`config.mk`:
```
export PLATFORM = sky130hd
export DESIGN_NAME = stack_param
export DESIGN_NICKNAME = d
export VERILOG_FILES = /design/src/rtl/stack_param.sv
export SDC_FILE = /design/constraint.sdc
export NUM_CORES = 1
export LEC_CHECK = 0
export BUFFER_PORTS_ARGS = -buffer_cell sky130_fd_sc_hd__buf_2
export CAP_MARGIN = 25
export CORE_ASPECT_RATIO = 1.75
export CORE_UTILIZATION = 30
export DETAILED_ROUTE_END_ITERATION = 8
export SLEW_MARGIN = 25
export SYNTH_ARGS = -nofsm -noshare
export SYNTH_HDL_FRONTEND = slang
export SYNTH_SLANG_ARGS = --single-unit
```
`constraint.sdc`:
```
create_clock -name clk -period 3.3 [get_ports clk]
set_input_delay 0.825 -clock clk [delete_from_list [all_inputs] [get_ports clk]]
set_output_delay 0.825 -clock clk [all_outputs]
set_load 0.05 [all_outputs]
```
`src/rtl/stack_param.sv`:
```
// rtl/stack_param.sv - parametrised LIFO stack with occupancy count, almost-full and sticky error flags (optional STACK_REG_OUT_EN registered read port)
module stack_param #(
    parameter int DATA_WIDTH  = 8,
    parameter int ADDR_WIDTH  = 4,
    parameter int AFULL_LEVEL = 12
) (
    input  logic                  clk,
    input  logic                  rst,
    input  logic                  push,
    input  logic                  pop,
    input  logic [DATA_WIDTH-1:0] wr_data,
    input  logic                  err_clr,
    output logic [DATA_WIDTH-1:0] rd_data,
    output logic                  empty,
    output logic                  full,
    output logic                  almost_full,
    output logic [ADDR_WIDTH:0]   stack_ptr,
    output logic                  overflow,
    output logic                  underflow
);

    localparam int DEPTH = 1 << ADDR_WIDTH;
    localparam int CW    = ADDR_WIDTH + 1;
    localparam logic [CW-1:0] DEPTH_CNT = CW'(DEPTH);
    localparam logic [CW-1:0] AFULL_CNT = CW'(AFULL_LEVEL);
    localparam logic [CW-1:0] ONE_CNT   = CW'(1);

    logic [DATA_WIDTH-1:0] mem [DEPTH];

    logic [CW-1:0]         count_q, count_d;
    logic                  overflow_q, overflow_d;
    logic                  underflow_q, underflow_d;

    logic                  do_push, do_pop, do_replace, do_push_empty;
    logic                  ovf_evt, udf_evt;
    logic                  wr_en;
    logic [ADDR_WIDTH-1:0] wr_addr;
    logic [CW-1:0]         top_cnt;
    logic [ADDR_WIDTH-1:0] top_addr;

    // Flags decoded straight from the registered count
    always_comb begin
        empty       = (count_q == '0);
        full        = (count_q == DEPTH_CNT);
        almost_full = (count_q >= AFULL_CNT);
        stack_ptr   = count_q;
        overflow    = overflow_q;
        underflow   = underflow_q;
    end

    // Classify the requested operation against the current occupancy
    always_comb begin
        do_push       = push & ~pop & ~full;
        ovf_evt       = push & ~pop & full;
        do_pop        = pop & ~push & ~empty;
        udf_evt       = pop & ~push & empty;
        do_replace    = push & pop & ~empty;
        do_push_empty = push & pop & empty;
        top_cnt       = count_q - ONE_CNT;
        top_addr      = top_cnt[ADDR_WIDTH-1:0];
        wr_en         = do_push | do_replace | do_push_empty;
        wr_addr       = do_replace ? top_addr : count_q[ADDR_WIDTH-1:0];
    end

    // Next-state for the occupancy count and the sticky error flags (set beats clear)
    always_comb begin
        count_d = count_q;
        if (do_push || do_push_empty) begin
            count_d = count_q + ONE_CNT;
        end else if (do_pop) begin
            count_d = count_q - ONE_CNT;
        end
        overflow_d  = ovf_evt ? 1'b1 : (err_clr ? 1'b0 : overflow_q);
        underflow_d = udf_evt ? 1'b1 : (err_clr ? 1'b0 : underflow_q);
    end

    // Control state with synchronous active-low reset
    always_ff @(posedge clk) begin
        if (!rst) begin
            count_q     <= '0;
            overflow_q  <= 1'b0;
            underflow_q <= 1'b0;
        end else begin
            count_q     <= count_d;
            overflow_q  <= overflow_d;
            underflow_q <= underflow_d;
        end
    end

    // Storage array; contents deliberately left unreset, writes suppressed during reset
    always_ff @(posedge clk) begin
        if (rst && wr_en) begin
            mem[wr_addr] <= wr_data;
        end
    end

`ifdef STACK_REG_OUT_EN
    logic [DATA_WIDTH-1:0] rd_q, rd_d;
    logic [CW-1:0]         new_top_cnt;
    logic [ADDR_WIDTH-1:0] new_top_addr;

    // Post-operation top value, forwarding wr_data when it lands on the new top
    always_comb begin
        new_top_cnt  = count_d - ONE_CNT;
        new_top_addr = new_top_cnt[ADDR_WIDTH-1:0];
        if (count_d == '0) begin
            rd_d = '0;
        end else if (wr_en && (wr_addr == new_top_addr)) begin
            rd_d = wr_data;
        end else begin
            rd_d = mem[new_top_addr];
        end
    end

    // Registered read port, cleared by reset
    always_ff @(posedge clk) begin
        if (!rst) begin
            rd_q <= '0;
        end else begin
            rd_q <= rd_d;
        end
    end

    assign rd_data = rd_q;
`else
    // Combinational read of the current top entry, zero when empty
    always_comb begin
        rd_data = empty ? '0 : mem[top_addr];
    end
`endif

endmodule
```
==> results of run 1 <==
-- power groups by stage --
stage,clock network [µW],registers [µW],logic (µW)
finish,1670,1970,2440
global route,1760,1980,2600
CTS,1710,1970,2450
detailed placement,0,2010,2280
global placement,0,2010,2270
floorplan,0,2060,1610
-- area by class of cell --
class                   instances  share of cell area (%)
well taps                     234                    4.18
clock inverters                11                    1.21
flip-flops and latches        135                    56.9
clock buffers                  20                    6.23
repair buffers                 66                    7.18
multi-input cells             142                    23.8
inverters                       9                   0.482
-- critical path: stages, from the launching register on --
cell       delay (ns)
dfxtp_1          0.32
inv_1            0.11
ha_4             0.34
bufbuf_16        0.32
mux4_2           0.35
mux2i_2          0.23
o22ai_4          0.09
buf_4            0.20
-- state kept, by name, summed over array words and instances, names as in the netlist --
signal,count
overflow,1
mem,128
underflow,1
stack_ptr,5
-- synth_stat cells, types with 2 or more instances --
library cell | n | share of area [%]
nor4b_1 | 2 | 0.31
and2_1 | 3 | 0.34
nor2_1 | 12 | 0.81
inv_1 | 8 | 0.54
a21oi_1 | 3 | 0.27
dfxtp_1 | 7 | 2.5
o21a_1 | 3 | 0.40
ha_1 | 3 | 0.67
nor4_1 | 2 | 0.22
nor3_1 | 16 | 1.4
o22ai_1 | 9 | 1.0
edfxtp_1 | 128 | 69
nand2_1 | 4 | 0.27
a31oi_1 | 4 | 0.45
mux2i_1 | 16 | 2.9
a211o_1 | 2 | 0.31
nand4_1 | 2 | 0.22
buf_2 | 4 | 0.36
clkbuf_1 | 7 | 0.47
nand3_1 | 4 | 0.36
mux4_2 | 32 | 13
a211oi_1 | 3 | 0.40
-- final timing paths --
path | to | slack (ns) | depth (start not counted)
worst max-delay path | rd_data[4] | 0.11 | 7
worst min-delay path | overflow$_SDFFE_PN0P_ | 0.51 | 2
worst max register to register | mem[11][3]$_DFFE_PP_ | 0.35 | 9
worst min register to register | overflow$_SDFFE_PN0P_ | 0.51 | 2
-- logic make-up after synthesis --
family / count (synthesis) / share of synthesized area (%)
DFF: 135 / 71.6
and+or+nand+nor: 55 / 5.55
muxes: 48 / 15.8
AOI/OAI and AO/OA: 34 / 4.31
buffers and inverters: 22 / 1.78
adders and majority gates: 3 / 0.674
xor gates and xnor gates: 2 / 0.315
-- through the flow --
| stage | hold slack (ns) | setup TNS, ns | cell area (µm²) |
|---|---|---|---|
| after global routing | 0.563 | 0 | 7000 |
| final | 0.514 | 0 | 7000 |
| after floorplan | 0.774 | 0 | 5700 |
| after CTS | 0.527 | -0.00693 | 6980 |
| after global placement | 0.477 | 0 | 6370 |
| after detailed placement | 0.500 | 0 | 6370 |
-- layer usage --
layer | GRT usage (%) | vias to the layer above | share of wire, %
met1 | 14.6 | 1571 | 37
met4 | 8.62 | 0 | 4.9
li1 | - | 1395 | -
met2 | 24.6 | 89 | 54
met3 | 3.68 | 28 | 4.5
met5 | 0 | - | 0
-- repair_timing --
action,in CTS,in global routing
setup buffers,1,0
pin swaps,1,2
endpoints found under the setup margin,8,17
resized for setup,12,10
hold buffers,0,0
cloned,1,0
endpoints found under the hold margin,0,0
==> reports/metrics.yaml, run 1 <==
finish:
  multi_input_area_um2: 1670
  final_cell_mix: "128 x edfxtp_1, 35 x buf_4, 32 x mux4_2"
  drive_above_1_share_pct: 39.7
  seq_area_um2: 3990
  final_common_cell: "edfxtp_1"
  post-route-util_pct: 38.6
  antenna_cells: 0
  final_cells: 617
  n_fill_cell: 1644
  fin_nets: 387
  area.growth.synth_to_final_pct: 25.8
place:
  routabilityCongestion: 0.849
  io_buffers: 30
  hpwl_mm: 8.43
  dp_slack_ns: 0.105
  dp_cells: 584
power:
  internal_power_uw: 3980
  power_frac_seq_pct: 32.4
  power.density_nw_per_um2: 869
  switchingPower_uw: 2110
  p_total_uw: 6090
  vdd_ir_drop_max_mv: 0.532
  power_frac_clock_pct: 27.5
  power_frac_comb_pct: 40.1
  p_leak_uw: 0.00233
  p_sw_share_pct: 34.7
clocking:
  clockBufferDepth: 2
  cts_tree: "yes"
  clk_pin_slew_worst_paths_ns: 0.05
  numCtsBuffers: 17
  clock_latency_ns: 0.41
  htreeDepth: 4
  cts.sinks: 135
  cts_root_buf: "clkbuf_16"
critical_path:
  worstSetupStartpoint: "stack_ptr[1]$_SDFFE_PN0P_"
  crit_path_end_kind: "output port"
  cp.required_ns: 2.47
  cp_data_arrival_time_ns: 2.37
  rr_startpoint: "stack_ptr[1]$_SDFFE_PN0P_"
  crit_type: "register to output port"
  worstPathMaxFanout: 16
  startpoint_type: "register"
floorplanning:
  dieHeight_um: 182
  die_w_um: 105
  num_rows: 65
  fp.dieArea_um2: 19100
  initial_core_util_pct: 30.7
  core_um2: 18100
  ios: 31
global_routing:
  grt_util_all_layers_pct: 13.9
  grt_pass1_wl_mm: 19.0
  grt.overflow.total: 0
  grt_max_degree: 44
  antenna_found_initial: 0
  first_global_vias: 3203
timing:
  final_max_slew_viol_count: 0
  layout_setup_ws_ns: 0.107
  setup_viol: 0
  maxClockFrequency_mhz: 313
  tightest_slew_ns: 0.824
  slew-limit-headroom_pct: 44.7
  clock_skew_ns: 0.00568
  fin_crit_sh_pct: 96.7
  period_needed_ns: 3.19
  rsz0062_at_grt: "false"
  hold_viol: 0
hold_path:
  hp-class: "register to register"
  min-delay-start: "overflow$_SDFFE_PN0P_"
drt:
  via_per_inst: 5.00
  wl_per_cell_um: 19.9
  first_iter_violations: 203
  detailroute.via_count: 3083
  wirelength_mm: 12.3
  drc: 0
  drt_pass1_iterations: 4
  final_antenna_net_count: 0
flow_run:
  drv_cap: 0
synthesis:
  yosysUniqueCellTypes: 47
  syn_inst: 299
  synth_edf_count: 128
  synth_nets: 315
  synth_ff_type: "edfxtp_1"
  yosys_warnings: 0
  syn_avg_cell_area_um2: 18.6
  yosysSeqAreaShare_pct: 71.6
  synth_area_um2: 5570
  ys_seq_elements: 135
  async_flop_share_pct: 0
outcome:
  status: "finished, final reports clean"
Power figures use the tool's default switching activity.
==> run 2, diff against run 1 <==
--- a/config.mk
+++ b/config.mk
@@ -8,8 +8,10 @@
 export BUFFER_PORTS_ARGS = -buffer_cell sky130_fd_sc_hd__buf_2
 export CAP_MARGIN = 25
 export CORE_ASPECT_RATIO = 1.75
-export CORE_UTILIZATION = 30
+export CORE_UTILIZATION = 54
 export DETAILED_ROUTE_END_ITERATION = 8
+export PLACE_DENSITY = 0.75
+export SETUP_SLACK_MARGIN = 0.05
 export SLEW_MARGIN = 25
 export SYNTH_ARGS = -nofsm -noshare
 export SYNTH_HDL_FRONTEND = slang
==> run 2 against run 1 <==
  * Design area up 0.86%
  * Global-route usage up 12 points
  * First-iteration DRC count up 26%
  * Via count up 1.3%
  * Count of clock-buffer cells in the layout down 3
  * Critical path type unchanged
  * Critical endpoint is now rd_data[3]
  * Largest power group unchanged
==> reports/metrics.yaml, run 2 (synthesized netlist as in run 1, its figures left out) <==
critical_path:
  cp.required_ns: 2.47
  cp-endpoint: "rd_data[3]"
  crit_type: "register to output port"
  r2r_end: "mem[2][2]$_DFFE_PP_"
  worst-path-stages: 7
  cp_top_family: "buffers and inverters"
  cp_data_arrival_time_ns: 2.38
  worstSetupStartpoint: "stack_ptr[0]$_SDFFE_PN0P_"
  crit_path_end_kind: "output port"
  cp_slowest_stage_delay_ns: 0.36
  path_buf_inv: 3
  crit_chain: "inv_2, ha_4, bufbuf_16, mux4_2, mux2i_4, o22ai_4, clkbuf_4"
  worstPathMaxFanout: 16
  cpMaxStageDelayCell: "dfxtp_2"
  rr_startpoint: "stack_ptr[2]$_SDFFE_PN0P_"
  rrSetupSlack_ns: 0.36
  startpoint_type: "register"
  reg2reg_depth: 6
finish:
  fin_nets: 377
  final_common_cell: "edfxtp_1"
  final_cell_mix: "128 x edfxtp_1, 32 x mux4_2, 24 x buf_4"
  drive_above_1_share_pct: 41.7
  area.growth.synth_to_final_pct: 26.9
  largest_reg_flops: 128
  antenna_cells: 0
  top_register: "mem"
clocking:
  numCtsBuffers: 17
  cts_root_buf: "clkbuf_16"
  clk_pin_slew_worst_paths_ns: 0.06
  holdBufCountCts: 0
  cts_setup_buffers: 0
  cts_tree: "yes"
  cts.sinks: 135
  clock_latency_ns: 0.42
  htreeDepth: 4
  clockBufferDepth: 2
place:
  routabilityCongestion: 0.921
  hpwl_mm: 7.53
  io_buffers: 30
  dp_slack_ns: 0.270
floorplanning:
  die_w_um: 78.8
  core_um2: 9970
  dieHeight_um: 136
  initial_core_util_pct: 55.8
  ios: 31
  num_rows: 48
  fp.dieArea_um2: 10700
global_routing:
  grt_pass1_wl_mm: 18.6
  grt_util_all_layers_pct: 25.5
  first_global_vias: 3149
  globalRouteMet3Util_pct: 4.70
  grt_max_degree: 44
  grtUsageMet2_pct: 45.7
  busiest_layer: "met2"
  grt.overflow.total: 0
  antenna_found_initial: 0
  groute.layer.met1.usage_pct: 29.1
timing:
  slew-limit-headroom_pct: 43.2
  final_max_slew_viol_count: 0
  tns_ns: 0
  setup_viol: 0
  tightest_slew_ns: 0.848
  hold_viol: 0
  period_needed_ns: 3.21
  layout_setup_ws_ns: 0.0943
  hold_slack_ns: 0.514
  maxClockFrequency_mhz: 312
  rsz0062_at_grt: "true"
  clock_skew_ns: 0.00615
  fin_crit_sh_pct: 97.1
power:
  p_leak_uw: 0.00232
  vdd_ir_drop_max_mv: 1.08
  power.density_nw_per_um2: 951
drt:
  final_antenna_net_count: 0
  wl_per_cell_um: 24.3
  via_per_inst: 6.26
  detailroute.via_count: 3122
  first_iter_violations: 256
  drt_pass1_iterations: 5
  wirelength_mm: 12.1
  drc: 0
outcome:
  status: "finished, final reports clean"
hold_path:
  hp-class: "register to register"
flow_run:
  drv_cap: 0
[run 2: cell count changes in the layout (fill, tap and decap cells not counted), sizes merged]
cell	change
clkbuf	-5
bufinv	+3
clkinv	-3
clkinvlp	+2
inv	+2
buf	-8
[run 2: power by group]
part / switching [µW] / total (µW) / internal (µW)
Combinational: 1560 / 2740 / 1170
Clock: 729 / 1990 / 1270
Sequential: 41.0 / 1990 / 1950
[run 2: layer usage]
metal | part of all wire [%] | vias up
met5 | 0 | -
met4 | 2.7 | 0
met3 | 4.4 | 25
met2 | 57 | 130
met1 | 36 | 1593
li1 | - | 1374
[run 2: how the worst min path moves through the flow]
| stage | startpoint | endpoint | slack [ns] | depth (start not counted) |
|---|---|---|---|---|
| after floorplan | overflow$_SDFFE_PN0P_ | overflow$_SDFFE_PN0P_ | 0.77 | 2 |
| after global placement | overflow$_SDFFE_PN0P_ | overflow$_SDFFE_PN0P_ | 0.48 | 2 |
| after detailed placement | overflow$_SDFFE_PN0P_ | overflow$_SDFFE_PN0P_ | 0.49 | 2 |
| after CTS | overflow$_SDFFE_PN0P_ | overflow$_SDFFE_PN0P_ | 0.52 | 2 |
| after global routing | underflow$_SDFFE_PN0P_ | underflow$_SDFFE_PN0P_ | 0.55 | 2 |
| final | overflow$_SDFFE_PN0P_ | overflow$_SDFFE_PN0P_ | 0.51 | 2 |
[run 2: metrics by stage]
stage	instance area [µm²]	util [%]	total power (µW)	cells
after global routing	7060	70.9	6930	499
after detailed placement	6170	61.9	4230	466
after floorplan	5700	-	3670	299
after global placement	6170	61.9	4190	466
after CTS	6990	70.2	6580	499
final	7060	70.9	6720	499
[run 2: layout make-up]
cell class | instances | area, µm²
fillers | 616 | 2910
clock buffers | 17 | 425
inverters | 9 | 33.8
well taps | 125 | 156
multi-input cells | 142 | 1820
flip-flops and latches | 135 | 3990
repair buffers | 56 | 445
clock inverters | 15 | 203
[run 2: worst register-to-register path, cell delays in order, from the launching register on]
cell and delay, ns:
dfxtp_1 0.66, buf_4 0.25, and4bb_1 0.29, a211oi_1 0.36, nand3_1 0.30, nor3_1 0.51
buf_4 0.28
[run 2: timing repair]
action / CTS / global route
resized for setup: 34 / 19
setup endpoints to repair: 8 / 8
cloned: 1 / 0
